$ cat src/rtl/f1_pkg.sv
// f1_pkg: shared word width, FSM encoding and per-byte rotation amounts for F1
package f1_pkg;
  localparam int WORD_W = 32;
  localparam int ROT_B0 = 3;
  localparam int ROT_B1 = 4;
  localparam int ROT_B2 = 1;
  localparam int ROT_B3 = 0;
  typedef enum logic [1:0] {IDLE, RUN, DONE} state_t;
  function automatic logic [7:0] rotl8(input logic [7:0] b, input int r);
    return (b << r) | (b >> (8 - r));
  endfunction
  function automatic logic [7:0] rotr8(input logic [7:0] b, input int r);
    return (b >> r) | (b << (8 - r));
  endfunction
endpackage

$ cat src/rtl/f1_inv.sv
// f1_inv: one combinational F1 inverse round (byte rotations/nibble swap, then key xor)
module f1_inv
  import f1_pkg::*;
(
  input  logic [0:WORD_W-1] w,
  input  logic [0:WORD_W-1] k,
  output logic [0:WORD_W-1] r
);
  // a nibble swap is a rotation by four
  assign r = {rotl8(w[0:7], ROT_B0), rotl8(w[8:15], ROT_B1),
              rotr8(w[16:23], ROT_B2), rotl8(w[24:31], ROT_B3)} ^ k;
endmodule

$ cat src/rtl/f1_inv_iter.sv
// f1_inv_iter: iterates f1_inv over ROUNDS stored keys, last key first, one round per clock
module f1_inv_iter
  import f1_pkg::*;
#(
  parameter int ROUNDS = 8,
  parameter int KA_W   = 4
) (
  input  logic              clk,
  input  logic              rst,
  input  logic              key_we,
  input  logic [KA_W-1:0]   key_addr,
  input  logic [0:WORD_W-1] key_data,
  input  logic              in_valid,
  output logic              in_ready,
  input  logic [0:WORD_W-1] in_data,
  output logic              out_valid,
  input  logic              out_ready,
  output logic [0:WORD_W-1] out_data
);
  state_t            state, state_n;
  logic [KA_W-1:0]   cnt;
  logic [0:WORD_W-1] st, rnd;
  logic [0:WORD_W-1] keys [ROUNDS];
  logic              accept, key_ok;
  assign in_ready  = state == IDLE;
  assign out_valid = state == DONE;
  assign out_data  = out_valid ? st : '0;
  assign accept    = in_valid && in_ready;
  // keys only change between blocks so a running block sees a stable schedule
  assign key_ok    = in_ready && key_we && ({1'b0, key_addr} < (KA_W+1)'(ROUNDS));
  f1_inv u_inv (.w(st), .k(keys[cnt]), .r(rnd));
  always_ff @(posedge clk)
    if (rst) state <= IDLE;
    else state <= state_n;
  always_comb
    state_n = state == IDLE ? (accept ? RUN : IDLE)
            : state == RUN  ? (cnt == '0 ? DONE : RUN)
            : (out_ready ? IDLE : DONE);
  always_ff @(posedge clk)
    if (rst) begin
      cnt <= '0;
      st  <= '0;
      for (int i = 0; i < ROUNDS; i++) keys[i] <= '0;
    end else begin
      if (key_ok) keys[key_addr] <= key_data;
      if (accept) begin
        st  <= in_data;
        cnt <= KA_W'(ROUNDS - 1);
      end else if (state == RUN) begin
        st  <= rnd;
        cnt <= cnt == '0 ? cnt : cnt - 1'b1;
      end
    end
endmodule

$ cat config.mk
export PLATFORM = sky130hd
export DESIGN_NAME = f1_inv_iter
export DESIGN_NICKNAME = d
export VERILOG_FILES = /design/src/rtl/f1_pkg.sv /design/src/rtl/f1_inv.sv /design/src/rtl/f1_inv_iter.sv
export SDC_FILE = /design/constraint.sdc
export NUM_CORES = 1
export LEC_CHECK = 0
export BUFFER_PORTS_ARGS = -buffer_cell sky130_fd_sc_hd__buf_2
export CAP_MARGIN = 25
export CELL_PAD_IN_SITES_DETAIL_PLACEMENT = 0
export CELL_PAD_IN_SITES_GLOBAL_PLACEMENT = 2
export CORE_MARGIN = 3
export CORE_UTILIZATION = 47
export CTS_CLUSTER_SIZE = 24
export DETAILED_ROUTE_END_ITERATION = 12
export PLACE_DENSITY = 0.87
export SETUP_SLACK_MARGIN = 0.1
export SLEW_MARGIN = 15
export SYNTH_ARGS = -nofsm -noshare
export SYNTH_HDL_FRONTEND = slang
export SYNTH_SLANG_ARGS = --single-unit
$ cat constraint.sdc
create_clock -name clk -period 4.42 [get_ports clk]
set_input_delay 0 -clock clk [delete_from_list [all_inputs] [get_ports clk]]
set_output_delay 0 -clock clk [all_outputs]
set_load 0.01 [all_outputs]
==> out/summary.txt, run 1 <==
RSZ-0062 raised after global routing = false
Finished Layout Cells = 1457
xor-xnor portion of the synthesized cell area = 0.0168
leakage = 6.07 nW
NumNets Final = 1132
syn avg cell area = 15.1 sq um
Worst Setup SP = state[1]
WHS = 0.0816 ns
CP endpoint = keys[7][25]
largest family of logic cells by synthesized area = simple AND/OR/NAND/NOR gates
Critical Path Sink Type = flip-flop
Syn. warnings = 0
power consumption = 6.62 mW
placed cells = 1339
share of the synthesized area in the top cell type = 0.567
antenna violations before repair = 0
largest net degree at the start of global routing = 47
Mapped Area = 13600 sq um
overall routed net length = 31.8 mm
Max-Cap Viols = 0
number of remaining DRC errors = 0
Final WS setup = 1.68 ns
DR pass1 iterations = 5
first-pass GRT wire length = 48.4 mm
clock-pin slew on the worst setup and hold paths = 0.06 ns
Final Max Tran Viols = 0
final hold vios = 0
Synth Register Bits = 297
final core utilization = 0.569
synth unique cells = 36
ANT cells = 0
commonest non-fill, non-tap cell in the layout = and2_1
Reg2Reg Setup Slack = 1.68 ns
H-tree levels = 1
antenna-violating nets left = 0
via/cell ratio = 5.39
FF-to-FF Start = state[1]
Clock Path Buffers = 3
WS Path Type = flip-flop to flip-flop
Post-Synth Simple-Gate Area = 0.156
vias in the first global route = 7768
PwrDens = 414 nW/um^2
Via Count = 7859
clk_skew = 0.0105 ns
total die area = 30900 sq um
Final period util = 0.620
Syn-to-layout area delta = 17.7%
Finished Cell Area = 16000 sq um
CP arrival = 2.91 ns
Max IR drop VDD = 0.307 mV
Worst-Skew Late Latency = 0.55 ns
Core Area = 28100 sq um
mux contribution to synthesized area = 0.136
top cells by area, synth = edfxtp_1 57%, and2_1 13%, mux4_2 7.6%
Filler cells = 2288
Max Freq = 365 MHz
hpwl dp = 20.3 mm
worst-path cell with the longest stage delay = or2_2
Worst Path Max Fanout = 33
DIE HEIGHT = 176 um
Post-Syn Nets = 973
Setup TNS = 0 ns
cell mode on critical path = nor2_2
Worst Hold Class = primary input to flip-flop
Synth Instances = 899
worst-margin pin slew = 0.915 ns
Slew HR = 0.390
Total GRT Usage = 0.206
IO Count = 107
compound-gate portion of the synthesized area = 0.0350
leading area contributor after synthesis = edfxtp_1
status = finished, final reports clean
row cnt = 61
Final Wtd Congestion = 0.810
Req. time, crit path = 4.59 ns
Placed Area = 14400 sq um
crit path cell chain = nor2_2 > nand4_1 > nor2_2 > buf_4 > or2_2
Critical Path Max Stage Delay = 0.78 ns
Crit Reg-Reg Endpoint = keys[7][25]
Post-Synth Adder-Cell Area = 0.000922
DRT iter0 DRCs = 655
Clock Root Buffer = clkbuf_16
most frequent cells in the layout = 289 x and2_1, 256 x edfxtp_1, 106 x buf_2, 65 x dlygate4sd3_1, 46 x mux4_2
Worst setup SP type = flip-flop
clk sink count = 297
Buffers on Ports = 106
dpl ws = 1.67 ns
starting density of the core = 0.483
CTS tree = done
reg2reg path depth = 5
layout cells sized above 1 = 0.218
drt wl/cell = 21.8 um
post-synthesis sequential area ratio = 0.627
minimum clock period = 2.74 ns
DIE WIDTH = 176 um
clock buffers created by TritonCTS = 30
Final setup violation count = 0
Remaining Overflow, GRT = 0
## critical path, delay by kind of cell (launching register included)
| family | cells | cell delay [ns] |
|---|---|---|
| buf+inv | 1 | 0.33 |
| simple gates | 4 | 1.62 |
| flops | 1 | 0.36 |
## power breakdown
group          total [mW]  switching (mW)  internal [mW]  leakage [nW]
registers            3.33           0.136           3.19          2.99
clock network        2.47            1.02           1.45         0.470
logic               0.815           0.426          0.389          2.61
total                6.62            1.58           5.04          6.07
## synth_stat cells
| master | number |
|---|---|
| and2_1 | 289 |
| edfxtp_1 | 256 |
| mux4_2 | 46 |
| dfxtp_1 | 41 |
| clkbuf_1 | 36 |
| mux2i_1 | 32 |
| a211oi_1 | 25 |
| o22ai_1 | 24 |
| xor2_1 | 24 |
| mux4_1 | 18 |
| nor2_1 | 12 |
| a31oi_1 | 9 |
| or2_2 | 9 |
| or3_1 | 9 |
| a22oi_1 | 8 |
| buf_2 | 8 |
| buf_6 | 8 |
| nand3_1 | 8 |
| clkbuf_8 | 6 |
| a21oi_1 | 4 |
| inv_1 | 3 |
| nand2_1 | 3 |
| nand2b_1 | 3 |
| nand4b_1 | 2 |
| nor2b_1 | 2 |
| nor3_1 | 2 |
| nor3_2 | 2 |
| xnor2_1 | 2 |
| buf_8 | 1 |
| clkbuf_2 | 1 |
| clkdlybuf4s25_2 | 1 |
| ha_1 | 1 |
| mux2_2 | 1 |
| nand2_2 | 1 |
| nand4_1 | 1 |
| nor2_2 | 1 |
## sequential cells by signal, summed over array words and instances, names as in the netlist, named ones only
| signal | count |
|---|---|
| keys | 256 |
| st | 32 |
| state | 2 |
| cnt | 4 |
## cell families after synthesis
kind of cell	after synthesis
compound gates	70
xor+xnor	26
fa+ha+maj	1
buf+inv	64
flops	297
mux	97
simple gates	344
## timing repair
item	CTS	global route
endpoints found under the hold margin	289	0
setup buffers	0	0
resized for setup	0	0
hold buffers	65	0
## how the worst min path moves through the flow
stage / from / endpoint / depth (start not counted)
floorplan: in_data[24] / st[24] / 2
global placement: in_data[26] / st[26] / 3
detailed placement: in_data[26] / st[26] / 3
CTS: in_valid / cnt[3] / 3
global route: rst / st[27] / 3
finish: in_valid / cnt[3] / 3
## metal layers
layer | up-vias | routed length [um] | global-route usage
li1 | 3661 | - | -
met1 | 3897 | 15300 | 0.331
met2 | 266 | 14000 | 0.306
met4 | 0 | 482 | 0.0370
met3 | 35 | 2060 | 0.0259
met5 | - | 0 | 0
## layout make-up
cell class | count | area, sq um | share of cell area
clock buffer | 46 | 863 | 0.0541
clock inverter | 7 | 90.1 | 0.00564
inverter | 3 | 11.3 | 0.000705
multi-input combinational | 538 | 4700 | 0.294
sequential | 297 | 8510 | 0.533
tap | 378 | 473 | 0.0296
timing repair buffer | 188 | 1320 | 0.0824
(Power assumes the default switching activity.)
==> inputs of run 2 (changes only) <==
Settings changed: CORE_UTILIZATION 47 to 44, PLACE_DENSITY 0.87 to 0.82.
Clock period 4.42 ns to 2.8 ns, I/O delays scaled along.
==> out/summary.txt, run 2 (synthesis results as in run 1) <==
share of total power in combinational logic = 0.131
Largest register FFs = 256
final core utilization = 0.541
DR WL met2 = 15.8 mm
power consumption = 10.7 mW
overall routed net length = 34.3 mm
antenna violations before repair = 0
Clock Path Buffers = 3
Placed Area = 14600 sq um
layout cells sized above 1 = 0.231
Switching Power = 2.57 mW
Req. time, crit path = 3.26 ns
Largest regs = keys: 256 flops, st: 32 flops, cnt: 4 flops
Max IR drop VDD = 0.476 mV
Worst path top cell family by delay = multiplexers
final hold vios = 0
clock power share = 0.385
clk sink count = 297
row cnt = 63
WP buf/inv = 1
Finished Layout Cells = 1491
leakage = 6.21 nW
Critical Path Sink Type = flip-flop
placed cells = 1369
dpl ws = 0.468 ns
CTS tree = done
Slew HR = 0.523
DRT iter0 DRCs = 673
Pint = 8.16 mW
Final period util = 0.836
ANT cells = 0
Worst-Skew Late Latency = 0.54 ns
RSZ-0062 raised after global routing = false
switching share of power = 0.240
Via Count = 8030
worst-margin pin slew = 0.713 ns
clock-pin slew on the worst setup and hold paths = 0.06 ns
Worst Path Max Fanout = 15
Finished Cell Area = 16200 sq um
CP arrival = 2.80 ns
first-pass GRT wire length = 51.7 mm
post-CTS setup buffer count = 0
hpwl dp = 20.8 mm
top sig layer = met4
Worst setup SP type = flip-flop
DIE HEIGHT = 182 um
Seq pwr share = 0.483
Max Freq = 427 MHz
worst-path cell with the longest stage delay = dfxtp_4
sequential cell area = 8510 sq um
largest net degree at the start of global routing = 47
Multi-input gate area = 4700 sq um
Final Max Tran Viols = 0
PwrDens = 660 nW/um^2
antenna-violating nets left = 0
DR pass1 iterations = 5
Buffers on Ports = 106
minimum clock period = 2.34 ns
Syn-to-layout area delta = 19.8%
Core Area = 30000 sq um
NumNets Final = 1151
commonest non-fill, non-tap cell in the layout = and2_1
starting density of the core = 0.452
IO Count = 107
Remaining Overflow, GRT = 0
Biggest register = keys
drt wl/cell = 23.0 um
Final setup violation count = 0
Final WS setup = 0.459 ns
via/cell ratio = 5.39
clk_skew = 0.00547 ns
DIE WIDTH = 182 um
status = finished, final reports clean
WS Path Type = flip-flop to flip-flop
Critical Path Max Stage Delay = 0.54 ns
total die area = 33000 sq um
Clock Root Buffer = clkbuf_16
clock buffers created by TritonCTS = 31
Worst Hold Class = primary input to flip-flop
met1 wire length = 15.6 mm
Max-Cap Viols = 0
Filler cells = 2420
H-tree levels = 1
crit path cell chain = buf_4 > mux4_2 > mux2i_1 > xor2_1 > a211oi_1
WL met3 = 2.12 mm
vias in the first global route = 8121
Final Wtd Congestion = 0.772
Reg2Reg Setup Slack = 0.46 ns
Total GRT Usage = 0.206
number of remaining DRC errors = 0
Setup TNS = 0 ns
WHS = 0.0524 ns
most frequent cells in the layout = 289 x and2_1, 256 x edfxtp_1, 106 x buf_2, 65 x dlygate4sd3_1, 46 x mux4_2
run 2: cell count changes in the layout (fill, tap and decap cells not counted):
cell        delta
clkinvlp_4     +1
clkinv_2       +3
clkbuf_4       -3
buf_8          -1
bufinv_16      +3
clkbuf_8       -2
buf_12         +6
clkinv_1       +9
clkbuf_1       -6
buf_4         +13
inv_8          -1
run 2: what timing repair did:
item	in CTS	in global routing
hold endpoints to repair	289	0
hold buffers	65	0
gates resized for setup	0	0
run 2: path summary, 6_finish.rpt:
kind | from | end | cells after the start
hold reg to reg | st[28] | st[28] | 2
setup reg to reg | flip-flop | st[2] | 5
hold / removal | rst | state[0] | 3
setup / recovery | flip-flop | st[2] | 5
run 2: layer usage:
layer | vias up | track usage
li1 | 3711 | -
met1 | 4010 | 0.307
met2 | 256 | 0.328
met3 | 53 | 0.0268
met4 | 0 | 0.0451
met5 | - | 0
run 2: tightest hold or removal path: cells and delay by family:
kind / cells / cell delay [ns]
AND/OR/NAND/NOR: 1 / 0.15
buffers and inverters: 2 / 0.38
run 2: layout make-up:
type                       count  share of cell area
clock inverter                22              0.0139
inverter                       3            0.000693
clock buffer                  35              0.0487
multi-input combinational    538               0.289
tap                          390              0.0300
timing repair buffer         206              0.0935
sequential                   297               0.524
run 2: power groups by stage:
| stage | clock (mW) | combinational, mW | sequential, mW |
|---|---|---|---|
| 3_3_place_gp | 0 | 1.35 | 5.27 |
| 2_1_floorplan | 0 | 0.951 | 5.20 |
| 6_report | 4.13 | 1.41 | 5.19 |
| 3_5_place_dp | 0 | 1.35 | 5.28 |
| 4_1_cts | 4.22 | 1.43 | 5.19 |
| 5_1_grt | 4.39 | 1.53 | 5.21 |
